### src/rtl/card_dealer.sv
// Card dealer: LFSR shuffle while control is held, distinct-card deal from a
// tracked 52-card deck on release, multiplexed face/suit glyph scan-out.
module card_dealer #(
   parameter int          NUM_CARDS = 4,
   parameter int          SCAN_DIV  = 250000,
   parameter logic [7:0]  LFSR_SEED = 8'hA5
) (
   input  logic                   clock,
   input  logic                   reset,
   input  logic                   control,
   output logic [2*NUM_CARDS-1:0] turn,
   output logic [7:0]             display_0,
   output logic [7:0]             display_1,
   output logic                   busy,
   output logic                   hand_valid,
   output logic                   reshuffled,
   output logic [5:0]             cards_left
);

   localparam int SLOTS = 2 * NUM_CARDS;
   localparam int S_W   = $clog2(SLOTS);
   localparam int K_W   = (NUM_CARDS > 1) ? $clog2(NUM_CARDS) : 1;
   localparam int DIV_W = (SCAN_DIV > 1) ? $clog2(SCAN_DIV) : 1;

   typedef enum logic [1:0] {
      ST_IDLE    = 2'd0,
      ST_SHUFFLE = 2'd1,
      ST_DRAW    = 2'd2,
      ST_SHOW    = 2'd3
   } state_t;

   state_t               state_r;
   logic [7:0]           lfsr_r;
   logic [51:0]          used_r;
   logic [5:0]           cards_left_r;
   logic [K_W-1:0]       k_r;
   logic [5:0]           hand_r [NUM_CARDS];
   logic [NUM_CARDS-1:0] hand_ok_r;
   logic                 busy_r;
   logic                 hand_valid_r;
   logic                 reshuffled_r;

   logic [DIV_W-1:0]     div_r;
   logic [S_W-1:0]       slot_r;
   logic [SLOTS-1:0]     turn_r;
   logic [7:0]           disp_r;

   logic [7:0]           lfsr_next_s;
   logic [5:0]           cand_s;
   logic                 cand_ok_s;
   logic                 last_k_s;
   logic                 tick_s;
   logic [S_W-1:0]       slot_next_s;
   logic [K_W-1:0]       hidx_s;
   logic [5:0]           card_s;
   logic [7:0]           glyph_s;

   function automatic logic [1:0] card_suit(input logic [5:0] idx);
      if (idx >= 6'd39)      return 2'd3;
      else if (idx >= 6'd26) return 2'd2;
      else if (idx >= 6'd13) return 2'd1;
      else                   return 2'd0;
   endfunction

   // Face 1..13; low-nibble arithmetic is exact because the result is < 16.
   function automatic logic [3:0] card_face(input logic [5:0] idx);
      if (idx >= 6'd39)      return idx[3:0] - 4'd6;
      else if (idx >= 6'd26) return idx[3:0] - 4'd9;
      else if (idx >= 6'd13) return idx[3:0] - 4'd12;
      else                   return idx[3:0] + 4'd1;
   endfunction

   function automatic logic [7:0] face_glyph(input logic [3:0] face);
      case (face)
         4'd1:    return 8'hEF;
         4'd2:    return 8'hDA;
         4'd3:    return 8'hF2;
         4'd4:    return 8'h66;
         4'd5:    return 8'hB6;
         4'd6:    return 8'hBE;
         4'd7:    return 8'hE4;
         4'd8:    return 8'hFE;
         4'd9:    return 8'hF6;
         4'd10:   return 8'h6C;
         4'd11:   return 8'hF1;
         4'd12:   return 8'hD7;
         4'd13:   return 8'hDD;
         default: return 8'h00;
      endcase
   endfunction

   function automatic logic [7:0] suit_glyph(input logic [1:0] suit);
      case (suit)
         2'd0:    return 8'h97;
         2'd1:    return 8'h6F;
         2'd2:    return 8'hBB;
         2'd3:    return 8'h9D;
         default: return 8'h00;
      endcase
   endfunction

   // Candidate evaluation, LFSR successor and scan-glyph selection.
   always_comb begin
      lfsr_next_s = {lfsr_r[6:0], lfsr_r[7] ^ lfsr_r[5] ^ lfsr_r[4] ^ lfsr_r[3]};
      cand_s      = lfsr_r[5:0];
      if (cand_s < 6'd52) cand_ok_s = !used_r[cand_s];
      else                cand_ok_s = 1'b0;
      last_k_s    = (k_r == K_W'(NUM_CARDS - 1));
      tick_s      = (div_r == DIV_W'(SCAN_DIV - 1));
      if (slot_r == S_W'(SLOTS - 1)) slot_next_s = {S_W{1'b0}};
      else                           slot_next_s = slot_r + S_W'(1);
      hidx_s = K_W'(slot_next_s >> 1);
      card_s = hand_r[hidx_s];
      if (!hand_ok_r[hidx_s])   glyph_s = 8'h00;
      else if (slot_next_s[0])  glyph_s = suit_glyph(card_suit(card_s));
      else                      glyph_s = face_glyph(card_face(card_s));
   end

   // Dealer FSM with deck bitmap, hand storage and status outputs.
   always_ff @(posedge clock or negedge reset) begin
      if (!reset) begin
         state_r      <= ST_IDLE;
         lfsr_r       <= LFSR_SEED;
         used_r       <= 52'd0;
         cards_left_r <= 6'd52;
         k_r          <= {K_W{1'b0}};
         hand_ok_r    <= {NUM_CARDS{1'b0}};
         busy_r       <= 1'b0;
         hand_valid_r <= 1'b0;
         reshuffled_r <= 1'b0;
         for (int i = 0; i < NUM_CARDS; i++) hand_r[i] <= 6'd0;
      end else begin
         reshuffled_r <= 1'b0;
         if (state_r == ST_SHUFFLE || state_r == ST_DRAW) lfsr_r <= lfsr_next_s;
         case (state_r)
            ST_IDLE: begin
               if (control) state_r <= ST_SHUFFLE;
            end
            ST_SHUFFLE: begin
               if (!control) begin
                  state_r      <= ST_DRAW;
                  busy_r       <= 1'b1;
                  hand_valid_r <= 1'b0;
                  k_r          <= {K_W{1'b0}};
                  hand_ok_r    <= {NUM_CARDS{1'b0}};
                  // Refill only when the remaining deck cannot cover a full hand.
                  if (cards_left_r < 6'(NUM_CARDS)) begin
                     used_r       <= 52'd0;
                     cards_left_r <= 6'd52;
                     reshuffled_r <= 1'b1;
                  end
               end
            end
            ST_DRAW: begin
               if (cand_ok_s) begin
                  hand_r[k_r]    <= cand_s;
                  hand_ok_r[k_r] <= 1'b1;
                  used_r[cand_s] <= 1'b1;
                  cards_left_r   <= cards_left_r - 6'd1;
                  if (last_k_s) begin
                     state_r      <= ST_SHOW;
                     busy_r       <= 1'b0;
                     hand_valid_r <= 1'b1;
                     k_r          <= {K_W{1'b0}};
                  end else begin
                     k_r <= k_r + K_W'(1);
                  end
               end
            end
            ST_SHOW: begin
               if (control) state_r <= ST_SHUFFLE;
            end
            default: state_r <= ST_IDLE;
         endcase
      end
   end

   // Scan divider, digit rotation and glyph registers.
   always_ff @(posedge clock or negedge reset) begin
      if (!reset) begin
         div_r  <= {DIV_W{1'b0}};
         slot_r <= {S_W{1'b0}};
         turn_r <= SLOTS'(1);
         disp_r <= 8'h00;
      end else if (tick_s) begin
         div_r  <= {DIV_W{1'b0}};
         slot_r <= slot_next_s;
         turn_r <= {turn_r[SLOTS-2:0], turn_r[SLOTS-1]};
         disp_r <= glyph_s;
      end else begin
         div_r <= div_r + DIV_W'(1);
      end
   end

   assign turn       = turn_r;
   assign display_0  = disp_r;
   assign display_1  = disp_r;
   assign busy       = busy_r;
   assign hand_valid = hand_valid_r;
   assign reshuffled = reshuffled_r;
   assign cards_left = cards_left_r;

endmodule

### config.mk
export PLATFORM = sky130hd
export DESIGN_NAME = card_dealer
export DESIGN_NICKNAME = d
export VERILOG_FILES = /design/src/rtl/card_dealer.sv
export SDC_FILE = /design/constraint.sdc
export NUM_CORES = 1
export LEC_CHECK = 0
export ABC_AREA = 1
export ABC_CLOCK_PERIOD_IN_PS = 3230
export BUFFER_PORTS_ARGS = -buffer_cell sky130_fd_sc_hd__buf_2
export CAP_MARGIN = 0
export CORE_MARGIN = 2
export CORE_UTILIZATION = 50
export DETAILED_ROUTE_END_ITERATION = 8
export PLACE_DENSITY = 0.69
export SYNTH_ARGS = -nofsm -noshare
export SYNTH_HDL_FRONTEND = slang
export SYNTH_SLANG_ARGS = --single-unit
export TNS_END_PERCENT = 30
### constraint.sdc
create_clock -name clock -period 3.23 [get_ports clock]
set_input_delay 0 -clock clock [delete_from_list [all_inputs] [get_ports clock]]
set_output_delay 0 -clock clock [all_outputs]
set_load 0.01 [all_outputs]
* Yosys cells after proc, flatten, opt, wreduce, memory -nomap -nowiden
Memories as Yosys holds them, arrays and structs flattened. Index checks and enable logic that the tools add are counted.
Word-level totals: memory bits (read-only) 128, input bits 3, output and inout bits 33, word-level logic and storage cells 135, memories 1, bits in writable memories 0, flip-flop bits (word level) 138, latch bits 0
Cells by class: multiplexer cells 61, $lt $le $gt $ge 13, multiply operators 0, reduce and logical (&&, ||, !) cells 14, add/sub/neg operators 8, eq/ne operators 14, bitwise operators 7, divide/modulo/power cells 0, shifts and indexed selects 0
Memory list:
- (no name shown) | words 16, width 8, read ports 1, clocked after memory_dff 0, wr ports 0, RTL line 74 | case (face)
Operator list (count):
- two-way mux 52 bit | 3
- one-hot mux 52 bit (2 select lines) | 1
- OR 52 bit | 1
- two-way mux 6 bit | 6
- one-hot mux 8 bit (4 select lines) | 1
- two-way mux 4 bit | 7
- bitwise mux 24 bit | 1
- two-way mux 2 bit | 11
- adder 18 x 1 -> 18 bit, second input constant | 1
- equality test 18 bit, second input constant | 1
- two-way mux 18 bit | 1
- two-way mux 8 bit | 2
- two-way mux 1 bit | 15
- binary-select mux 6 bit (select 2 bit) | 1
- demux 6 bit (select 2 bit) | 1
- one-hot mux 6 bit (2 select lines) | 1
- AND reduction 4 bit | 3
- equality test 2 bit, second input constant | 5
- one-hot mux 4 bit (2 select lines) | 1
- subtractor 4 bit, second input constant | 2
- less-than comparator 6 x 7 -> 1 bit, second input constant | 1
- binary-select mux 1 bit (select 6 bit) | 1
- demux 1 bit (select 6 bit) | 1
- greater-or-equal comparator 3 bit, second input constant | 2
- 35 further kinds | 47

* Depth between registers and ports, before layout
depth after elaboration 16, gate-level depth with buffers 29, gate-level depth less buffers 28

* Worst setup path after synthesis
No wires, ideal clock.
path type reg-to-reg, from register slot_r[0], to register disp_r[3], in the netlist display_0[3], period minus slack after synthesis 3.308 ns, setup time 0.117 ns, data required time 3.113 ns, stages on the path, launching flop included 26, slack -0.078 ns, arrival 3.191 ns, buffers on the path 1, cell sequence dfrtp_1 > ha_1 > ha_1 > buf_4 > clkinv_1 > nand3_1 > nand2_1 > inv_1 > ha_1 > inv_1 > o21ai_0 > inv_1 > nor2_1 > nand2_1 > nand2_1 > nand2_1 > nand3_1 > nand2_1 > ha_1 > inv_1 > nand3_1 > nand3_1 > nand2_1 > nand2_1 > nand3_1 > nand2_1
On the way: longest elaborated chain between the ends 16, elaborated cells on any way between the ends 34, those cells by class 5 x add/sub; 3 x order compare; 4 x eq/ne; 19 x mux; 1 x bitwise; 1 x reduce/logical; 1 x memory
RTL lines:
- start: declaration | RTL line 44 | logic [S_W-1:0] slot_r;
- start signal: assignment | RTL line 182 | slot_r <= {S_W{1'b0}};
- start signal: assignment | RTL line 187 | slot_r <= slot_next_s;
- adder 3 x 1 -> 3 bit / equality test 3 bit (equally long branches) | RTL line 111, 110
- two-way mux 3 bit * | RTL line 110 | if (slot_r == S_W'(SLOTS - 1)) slot_next_s = {S_W{1'b0}};
- via slot_next_s[2] | RTL line 53 | logic [S_W-1:0] slot_next_s;
- branches (longest 13 deep; another with memory (16 x 8 bit))
- two-way mux 8 bit * | RTL line 114 | if (!hand_ok_r[hidx_s]) glyph_s = 8'h00;
- end signal: assignment | RTL line 189 | disp_r <= glyph_s;
- end: declaration | RTL line 46 | logic [7:0] disp_r;
Mark *: on every way through the listed nets, which the timed path passes. The select of a mux whose other input is x is not followed. A chain may end at the register's enable or synchronous reset.

* Worst setup path after layout
from register slot_r[0], to register disp_r[4], in the netlist display_0[4]
On the way: longest elaborated chain between the ends 16, elaborated cells on any way between the ends 34, those cells by class 5 x add/sub; 3 x order compare; 4 x eq/ne; 19 x mux; 1 x bitwise; 1 x reduce/logical; 1 x memory
RTL lines (RTL line):
- adder 3 x 1 -> 3 bit / equality test 3 bit (equally long branches) | 111, 110
- two-way mux 3 bit * | 110
- branches (longest 13 deep; another with memory (16 x 8 bit))
- two-way mux 8 bit * | 114
Every way passes the cells marked *. The select of a mux whose other input is x is not followed.

==> metrics <==
status=complete, no violations; CTS tree=built; CP endpoint kind=flip-flop; Min Hold Slack=0.2064 ns; # rows=46; number of synthesized flops with an enable pin=0; P_int=3.421 mW; part of the power in registers=36.6%; crit share post-route=93.51%; combinational power share=25.7%; Die Y=132.1 um; Max Freq=331.1 MHz; CTS H-Tree Depth=4; Final #Nets=1,202; Max-slew headroom=47.89%; Filler Cell Count=1,473; post-synthesis sequential area ratio=42.20%; Detail Route Antenna Nets=0; reg2reg setup slack=0.21 ns; mapped cell area=8208 um2; CTS Buf Count=17; Initial Util=51.48%; Syn. warnings=0; Hold Path Class=input pin to async pin; CP Launch Type=flip-flop; initial antenna violation count=0; worst setup skew after layout=0.01422 ns; gr usage total=22.90%; IO Port Bufs=35; Residual DRC=0; Die X=132.1 um; Congestion Overflow GR=0; Leak=4.782 nW; Core Footprint=15,940 um2; DR pass1 iterations=8; Pins Over Slew Limit=0; maximum number of pins on one net before global-route repair=84; Net Sw Power=1.802 mW; Slew @ Worst Pin=0.7817 ns; Iteration-0 DRC Markers=657; setup TNS=0 ns; Tot Pwr=5.222 mW; Num Clock Sinks=138; Die Footprint=17,460 um2; Tmin final=3.020 ns; hpwl dp=12,900 um; detailed-route via count=7,481; clock network power share=37.8%; switch share=34.50%; DRT Wirelength=19,710 um; clock tree buffer depth=2; Arr. time, crit path=3.33 ns; final setup vio count=0; Layout area overhead=16.08%; Synth async-reset ratio=100.0%; worst skew pair latency=0.42 ns; setup slack at placement=-0.003043 ns; fin worst setup slack=0.2095 ns; clk root buf=clkbuf_16; dominant synthesized flop cell=dfrtp_1; Mapped Cells=1,129; Critical Path RT=3.54 ns; drt wl/cell=14.10 um; Netlist cell types=43; Seq cells post-synth=138; CP Max Fanout=6; worst IR drop on VDD=401.5 uV; Synth Net Count=1,161; ratio of cells with drive above 1 in the final layout=15.14%; first-pass GRT wire length=33,180 um; PwrDens=548.1 nW/um2; Ports=36; syn avg cell area=7.270 um2; Worst Setup Path Type=flip-flop to flip-flop; post-DR vias/cell=5.351; clock transition at the registers of the reported paths=0.06 ns; Placer Congestion=0.9021; RSZ-0062 raised after global routing=yes; max_cap viols=0; Hold Fails Final Rpt=0; Worst Reg2Reg Path Length in Cells=27; Inserted Diodes=0; number of global-route vias before repair=6,821
## kinds of logic after synthesis
logic type,synth area share [%]
AND/OR/NAND/NOR,34.10
flip-flops,42.20
adder cells (fa/ha/maj),4.421
buffers and inverters,8.963
multiplexers,0.2591
XOR/XNOR,0.8537
AO/OA/AOI/OAI,9.207
## cell type report
cell class / instances / area, um2 / area share (%)
sequential: 138 / 3463 / 36.35
clock inverter: 12 / 148.9 / 1.563
timing repair buffer: 83 / 634.4 / 6.658
clock buffer: 19 / 452.9 / 4.754
inverter: 111 / 424.2 / 4.452
tap: 216 / 270.3 / 2.837
multi-input combinational: 819 / 4134 / 43.39
## worst max-delay path: stages (launching register included)
cell	delay (ns)
dfrtp_1	0.42
ha_4	0.18
ha_4	0.17
inv_6	0.08
buf_12	0.11
nand3_2	0.06
nand3_2	0.08
nand2_1	0.07
buf_4	0.16
ha_1	0.20
inv_1	0.05
nand3_1	0.08
nand2_1	0.08
nand2_2	0.07
nand2_2	0.10
nand2_2	0.07
nand2_2	0.06
nand2_1	0.06
nand2_2	0.10
inv_2	0.07
ha_4	0.26
nand2_1	0.06
nand2_1	0.07
nand2_1	0.05
nand2_1	0.08
nand2_1	0.05
nand2_1	0.05
nand2_1	0.04
## stage by stage
stage | instance area, um2 | std cells | util (%)
after detailed placement | 8728 | 1360 | 54.75
final | 9528 | 1398 | 59.76
after global placement | 8728 | 1360 | 54.75
after CTS | 9358 | 1394 | 58.70
after global routing | 9528 | 1398 | 59.76
after floorplan | 8212 | 1129 | -
## cell usage in the layout, fill, tap and decap left out, drive strengths merged, types with 2 or more instances in the layout
cell type,n
a211oi,2
a21oi,59
a22oi,2
a31o,2
a31oi,2
buf,80
bufinv,3
clkbuf,20
clkinv,7
clkinvlp,4
dfrtp,130
dfstp,8
dlygate4sd3,2
ha,29
inv,109
nand2,405
nand3,80
nand3b,3
nand4,70
nor2,69
nor3,9
nor3b,3
o2111ai,2
o211ai,2
o21ai,48
o221ai,4
o22ai,11
o31ai,2
or2,4
xnor2,3
xor2,5
## power by group through the flow
stage / clock network [mW] / logic, mW / registers [mW]
after floorplan: 0 / 0.995 / 1.95
after global placement: 0 / 1.32 / 1.94
after detailed placement: 0 / 1.34 / 1.94
final: 1.97 / 1.34 / 1.91
after CTS: 2.02 / 1.34 / 1.91
after global routing: 2.10 / 1.50 / 1.92
## routing by layer
metal | vias up | track usage [%] | part of all wire [%]
met5 | - | 0 | 0
li1 | 3767 | - | -
met4 | 0 | 7.971 | 1.7
met3 | 29 | 4.383 | 3.8
met2 | 163 | 35.39 | 47
met1 | 3522 | 32.27 | 47
## state kept, by name, indices dropped and copies added (netlist names), 2 cells and up
register and count:
div_r 18, lfsr_r 8, turn 8, state_r 2, cards_left 6, slot_r 3, used_r 52, display_0 8
k_r 2, hand_ok_r 4, hand_r 24
## path summary, 6_finish.rpt
path | start | end
worst max-delay path | slot_r[0] | display_0[4]
worst min register to register | used_r[31] | used_r[31]
worst min-delay path | reset | div_r[4]
worst max register to register | slot_r[0] | display_0[4]
min in group clock | control | reshuffled
max in group asynchronous | reset | lfsr_r[7]
## synth_stat cells (4+ instances only)
cell type    n  area, um2
nand2_1    400       1501
dfrtp_1    130       3253
inv_1       98      367.9
nand3_1     74      370.4
nand4_1     70      437.9
nor2_1      68      255.2
a21oi_1     59      295.3
ha_1        29      362.9
clkbuf_1    27      101.4
o21ai_1     25      125.1
o21ai_0     23      115.1
buf_2       18      90.09
buf_4       12      90.09
o22ai_1     11      68.82
inv_2       10      37.54
dfstp_2      8      210.2
nor3_1       7      35.03
nand3_2      6      60.06
nand2_2      5      31.28
xor2_1       5      43.79
o221ai_1     4      35.03
## what timing repair did
action                                  in CTS  in global routing
endpoints found under the setup margin       5                  8
hold endpoints to repair                    80                  0
gates cloned                                 0                  1
buffers inserted                             1                  3
resized for setup                            1                 35
hold buffers                                 2                  0
pin swaps                                    1                  5
Power figures use the tool's default switching activity.
